File: src/rtl/gbus_burst_arbiter_if.sv
// gbus_burst_arbiter_if: requester handshake and global-bus write signals of the burst arbiter
interface gbus_burst_arbiter_if #(
    parameter int NUM_REQ   = 8,
    parameter int GBUS_DATA = 64,
    parameter int GBUS_ADDR = 12,
    parameter int MAX_BURST = 16,
    parameter int LEN_BIT   = $clog2(MAX_BURST+1)
);
    logic [NUM_REQ-1:0]           req;
    logic [NUM_REQ*LEN_BIT-1:0]   req_len;
    logic [NUM_REQ*GBUS_ADDR-1:0] req_addr;
    logic [NUM_REQ*GBUS_DATA-1:0] req_wdata;
    logic [NUM_REQ-1:0]           req_ready;
    logic [NUM_REQ-1:0]           gnt;
    logic                         stall;
    logic                         gbus_wen;
    logic [GBUS_ADDR-1:0]         gbus_addr;
    logic [GBUS_DATA-1:0]         gbus_wdata;
    logic                         busy;

    modport master (
        input  req, req_len, req_addr, req_wdata, stall,
        output req_ready, gnt, gbus_wen, gbus_addr, gbus_wdata, busy
    );

    modport slave (
        output req, req_len, req_addr, req_wdata, stall,
        input  req_ready, gnt, gbus_wen, gbus_addr, gbus_wdata, busy
    );
endinterface

File: src/rtl/gbus_burst_arbiter.sv
// gbus_burst_arbiter: round-robin burst arbiter sharing one global-bus write port
module gbus_burst_arbiter #(
    parameter int NUM_REQ   = 8,
    parameter int GBUS_DATA = 64,
    parameter int GBUS_ADDR = 12,
    parameter int MAX_BURST = 16,
    parameter int LEN_BIT   = $clog2(MAX_BURST+1)
) (
    input logic clk,
    input logic rst,
    gbus_burst_arbiter_if.master bus
);
    localparam int PW = NUM_REQ > 1 ? $clog2(NUM_REQ) : 1;

    typedef enum logic {IDLE, BURST} state_t;

    state_t               state;
    logic [PW-1:0]        ptr;
    logic [PW-1:0]        owner;
    logic [PW-1:0]        win;
    logic [PW-1:0]        next_ptr;
    logic                 found;
    logic                 accept;
    logic [LEN_BIT-1:0]   rem;
    logic [LEN_BIT-1:0]   win_len;
    logic [LEN_BIT-1:0]   len_clamped;
    logic [GBUS_ADDR-1:0] addr;

    // stall overrides req; only the current owner can be ready
    assign bus.req_ready = bus.gnt & bus.req & {NUM_REQ{~bus.stall}};
    assign accept        = |bus.req_ready;
    assign next_ptr      = (owner == PW'(NUM_REQ-1)) ? '0 : owner + PW'(1);
    assign win_len       = bus.req_len[win*LEN_BIT +: LEN_BIT];
    assign len_clamped   = (win_len == '0) ? LEN_BIT'(1) :
                           (win_len > LEN_BIT'(MAX_BURST)) ? LEN_BIT'(MAX_BURST) : win_len;

    // round-robin scan starting at ptr; descending loop lets the closest requester win
    always_comb begin
        found = 1'b0;
        win   = '0;
        for (int i = NUM_REQ-1; i >= 0; i--) begin
            if (bus.req[(int'(ptr)+i) % NUM_REQ]) begin
                found = 1'b1;
                win   = PW'((int'(ptr)+i) % NUM_REQ);
            end
        end
    end

    // arbitration / burst FSM with registered grant and bus write outputs
    always_ff @(posedge clk or posedge rst) begin
        if (rst) begin
            state          <= IDLE;
            ptr            <= '0;
            owner          <= '0;
            rem            <= '0;
            addr           <= '0;
            bus.gnt        <= '0;
            bus.busy       <= 1'b0;
            bus.gbus_wen   <= 1'b0;
            bus.gbus_addr  <= '0;
            bus.gbus_wdata <= '0;
        end else begin
            bus.gbus_wen <= 1'b0;
            if (state == IDLE) begin
                if (found) begin
                    state    <= BURST;
                    owner    <= win;
                    rem      <= len_clamped;
                    addr     <= bus.req_addr[win*GBUS_ADDR +: GBUS_ADDR];
                    bus.gnt  <= NUM_REQ'(1) << win;
                    bus.busy <= 1'b1;
                end
            end else if (accept) begin
                bus.gbus_wen   <= 1'b1;
                bus.gbus_addr  <= addr;
                bus.gbus_wdata <= bus.req_wdata[owner*GBUS_DATA +: GBUS_DATA];
                addr           <= addr + GBUS_ADDR'(1);
                rem            <= rem - LEN_BIT'(1);
                if (rem == LEN_BIT'(1)) begin
                    state    <= IDLE;
                    ptr      <= next_ptr;
                    bus.gnt  <= '0;
                    bus.busy <= 1'b0;
                end
            end
        end
    end
endmodule

File: src/flat_wrapper.sv
// flat-port wrapper written by rule: the top's interface ports become plain ports
module gbus_burst_arbiter_flat 
#(
    parameter int NUM_REQ   = 8,
    parameter int GBUS_DATA = 64,
    parameter int GBUS_ADDR = 12,
    parameter int MAX_BURST = 16,
    parameter int LEN_BIT   = $clog2(MAX_BURST+1)
)
  (clk, rst, bus_req, bus_req_len, bus_req_addr, bus_req_wdata, bus_stall, bus_req_ready, bus_gnt, bus_gbus_wen, bus_gbus_addr, bus_gbus_wdata, bus_busy);
  gbus_burst_arbiter_if #(.NUM_REQ(NUM_REQ), .GBUS_DATA(GBUS_DATA), .GBUS_ADDR(GBUS_ADDR), .MAX_BURST(MAX_BURST), .LEN_BIT(LEN_BIT)) bus_i ();
  input logic clk;
  input logic rst;
  input wire logic [$bits(bus_i.req)-1:0] bus_req;
  input wire logic [$bits(bus_i.req_len)-1:0] bus_req_len;
  input wire logic [$bits(bus_i.req_addr)-1:0] bus_req_addr;
  input wire logic [$bits(bus_i.req_wdata)-1:0] bus_req_wdata;
  input wire logic [$bits(bus_i.stall)-1:0] bus_stall;
  output wire logic [$bits(bus_i.req_ready)-1:0] bus_req_ready;
  output wire logic [$bits(bus_i.gnt)-1:0] bus_gnt;
  output wire logic [$bits(bus_i.gbus_wen)-1:0] bus_gbus_wen;
  output wire logic [$bits(bus_i.gbus_addr)-1:0] bus_gbus_addr;
  output wire logic [$bits(bus_i.gbus_wdata)-1:0] bus_gbus_wdata;
  output wire logic [$bits(bus_i.busy)-1:0] bus_busy;
  assign bus_i.req = bus_req;
  assign bus_i.req_len = bus_req_len;
  assign bus_i.req_addr = bus_req_addr;
  assign bus_i.req_wdata = bus_req_wdata;
  assign bus_i.stall = bus_stall;
  assign bus_req_ready = bus_i.req_ready;
  assign bus_gnt = bus_i.gnt;
  assign bus_gbus_wen = bus_i.gbus_wen;
  assign bus_gbus_addr = bus_i.gbus_addr;
  assign bus_gbus_wdata = bus_i.gbus_wdata;
  assign bus_busy = bus_i.busy;
  gbus_burst_arbiter #(.NUM_REQ(NUM_REQ), .GBUS_DATA(GBUS_DATA), .GBUS_ADDR(GBUS_ADDR), .MAX_BURST(MAX_BURST), .LEN_BIT(LEN_BIT)) u_core (.clk(clk), .rst(rst), .bus(bus_i));
endmodule
File: config.mk
export PLATFORM = sky130hd
export DESIGN_NAME = gbus_burst_arbiter_flat
export DESIGN_NICKNAME = d
export VERILOG_FILES = /design/src/rtl/gbus_burst_arbiter_if.sv /design/src/rtl/gbus_burst_arbiter.sv /design/src/flat_wrapper.sv
export SDC_FILE = /design/constraint.sdc
export NUM_CORES = 1
export LEC_CHECK = 0
export CAP_MARGIN = 20
export CORE_AREA = 2 2 291 293
export DETAILED_ROUTE_END_ITERATION = 8
export DIE_AREA = 0 0 293 295
export RECOVER_POWER = 50
export REMOVE_ABC_BUFFERS = 1
export SKIP_LAST_GASP = 1
export SYNTH_ARGS = -nofsm -noshare
export SYNTH_HDL_FRONTEND = slang
export SYNTH_SLANG_ARGS = --single-unit
File: constraint.sdc
create_clock -name clk -period 10.1 [get_ports clk]
set_input_delay 1.01 -clock clk [delete_from_list [all_inputs] [get_ports clk]]
set_output_delay 1.01 -clock clk [all_outputs]
set_load 0.05 [all_outputs]
==> impl_metrics.ini <==
[global_route]
grt_usage = 0.155
grt_pass1_wl_mm = 93.8
grt_max_degree = 78
grt-ovfl-total = 0
grt_pass1_vias = 12000
antenna_found_initial = 36

[critical_path]
critPathLaunchType = primary input
worstPathArrival_ns = 6.02
cp_slowest_cell = clkbuf_1
critPathTopFamily = buffers and inverters
cp_num_buf_inv = 3
slowest_delay_ns = 2.70
rrSetupSlack_ns = 4.78
reg2reg_depth = 13
cp_cell_sequence = dlygate4sd3_1 -> clkinvlp_2 -> clkbuf_1
r2r-end = u_core.addr[6]$_DFFE_PP0P_
worstPathMaxFanout = 57
worst_ep_required_time_ns = 9.73
worstReg2RegStart = u_core.ptr[1]$_DFFE_PP0P_
end_kind = async pin
critPathKind = in -> async

[clock_network]
clk_pin_slew_ns = 0.08
cts_buffer_depth = 2
clock_latency_ns = 0.40
cts_resized = 0
postCtsSetupBuffers = 0
cts_tree = done
h-tree-depth = 3
ctsHoldBuffers = 0
clock-sinks = 110
cts_made_buffers = 9
root_buffer = clkbuf_16

[floorplan]
dieWidth_um = 293
die_h_um = 295
die-area_um2 = 86400
ioPinCount = 753
row_count = 106
core_um2 = 83200
start_util = 0.126

[logic_synthesis]
ys_top_cells_by_count = mux2i_1, nand2_1, mux4_2
async_flop_share = 1.00
yosysWarnings = 0
synth_edf_count = 0
yosys.area.top_type_share = 0.291
synth_cell_types = 63
yosys-top-cells-area = mux4_2, dfrtp_1, mux2i_1, nand2_1, o21ai_0
synth_flop_cell = dfrtp_1
yosysSeqAreaShare = 0.262
synth_area_um2 = 10500
yosysMostFrequentCell = mux2i_1
syn_inst = 966
yosysTopAreaCell = mux4_2
avgSynthCellArea_um2 = 10.9
ys_ff_latch = 110

[power]
seq_power_share = 0.325
pwr-share-comb = 0.364
switching_power_mw = 0.405
clkPwrFrac = 0.312
swShare = 0.287
p_int_mw = 1.00
peakVddDrop_mv = 0.0769
powerDensity_nw_per_um2 = 72.3
p_leak_nw = 7.18

[cells_and_area]
fin_nets = 2321
drive_above_1_share = 0.108
stdcell_area_um2 = 19500
areaGrowthSynthToFinish_pct = 85.3

[hold_path]
whs_endpoint = u_core.bus.gbus_wdata[30]$_DFFE_PP0P_
hold_depth = 2
hold_path.class = reg -> reg
hp-start = u_core.bus.gbus_wdata[30]$_DFFE_PP0P_

[sta]
fin_crit_ns = 6.39
maxSlewHeadroom = -1.54
fin_crit_sh = 0.632
rsz0062_at_grt = no
hold_viol = 0
fin_ws_ns = 3.71
fmax_mhz = 157
worstMarginPinSlew_ns = 3.81
drv_slew = 113
setup_viol = 0
fin_setup_tns_ns = 0
fin_skew_ns = 0.0253

[detailed_routing]
wl_mm = 69.2
wl_per_cell_um = 25.2
drt_iter0_drc = 625
ant_nets = 0
drc = 0
vias = 11500
firstDrtPassIters = 7
via_per_inst = 4.20

[run]
maxCapViolations = 2

[placement]
placed_area_um2 = 19100
dp_worst_setup_slack_ns = 4.68
port_buffers = 752
dpl.hpwl_mm = 58.5
gp_congestion = 0.873

[outcome]
violations = max-capacitance violations, max-slew violations
status = complete, but fails checks
sequential cells by signal, indices dropped and copies added, names as in the netlist:
signal	cells
u_core.addr	12
u_core.bus.busy	1
u_core.bus.gbus_addr	12
u_core.bus.gbus_wdata	64
u_core.bus.gbus_wen	1
u_core.bus.gnt	8
u_core.owner	3
u_core.ptr	3
u_core.rem	5
u_core.state	1
per-stage QoR:
step           hold slack (ns)  std cells  total power [mW]  utilization
2_1_floorplan            0.448        880             0.642            -
3_3_place_gp             0.458       2724             0.980        0.230
3_5_place_dp             0.466       2724             0.981        0.230
4_1_cts                  0.488       2739              1.44        0.234
5_1_grt                  0.503       2746              1.48        0.234
6_report                 0.475       2749              1.41        0.234
cell type report:
type	instances	area (um^2)
inverter	17	67.6
sequential	110	2760
multi-input combinational	753	7340
timing repair buffer	764	7610
fill	8968	63700
antenna	10	25.0
clock inverter	3	67.6
clock buffer	12	256
tap	1080	1350
power groups by stage:
| stage | logic, mW | registers, mW | clock network [mW] |
|---|---|---|---|
| after detailed placement | 0.515 | 0.466 | 0 |
| after global routing | 0.544 | 0.459 | 0.475 |
| after floorplan | 0.142 | 0.500 | 0 |
| final | 0.512 | 0.457 | 0.439 |
| after CTS | 0.519 | 0.458 | 0.467 |
| after global placement | 0.514 | 0.466 | 0 |
routing by layer:
metal | vias to the layer above | global-route usage | wire (um)
met5 | - | 0 | 156
met4 | 24 | 0.0420 | 1760
met3 | 86 | 0.0627 | 6850
met2 | 562 | 0.260 | 33200
met1 | 5684 | 0.183 | 27200
li1 | 5187 | - | -
tightest hold or removal path: stages (launching register included):
cell,delay [ns]
dfrtp_1,0.34
nand2_1,0.04
o21ai_0,0.06
cell usage in the layout, fill, tap and decap left out, types with 7 or more instances in the layout:
cell	count
nor3_1	8
inv_1	14
diode_2	10
o21ai_1	12
nand2_1	140
and3b_1	8
dlygate4sd3_1	48
clkdlybuf4s50_1	704
clkbuf_16	9
nor2_1	16
o21ai_0	91
ha_1	7
dfrtp_1	108
nand3_1	15
mux4_2	136
a221oi_1	9
buf_4	11
mux2i_1	167
a21oi_1	26
worst max-delay path by stage:
stage                                     start                                    end  cells after the start
global route                                rst  u_core.bus.gbus_wdata[18]$_DFFE_PP0P_                      3
global placement                     bus_req[7]          u_core.bus.gnt[2]$_DFFE_PP0P_                      9
CTS                   u_core.ptr[1]$_DFFE_PP0P_          u_core.bus.gnt[3]$_DFFE_PP0P_                     10
floorplan           u_core.owner[0]$_DFFE_PP0P_   u_core.bus.gbus_wdata[0]$_DFFE_PP0P_                      3
detailed placement    u_core.ptr[1]$_DFFE_PP0P_          u_core.bus.gnt[3]$_DFFE_PP0P_                     10
finish                                      rst   u_core.bus.gbus_wdata[7]$_DFFE_PP0P_                      3
logic make-up after synthesis:
family | share of synthesized area
AOI/OAI and AO/OA | 0.122
xor gates and xnor gates | 0.00333
adders and majority gates | 0.00833
buffers and inverters | 0.0417
DFF | 0.262
muxes | 0.466
and+or+nand+nor | 0.0970
No activity file was read; power rests on OpenSTA's default activity.
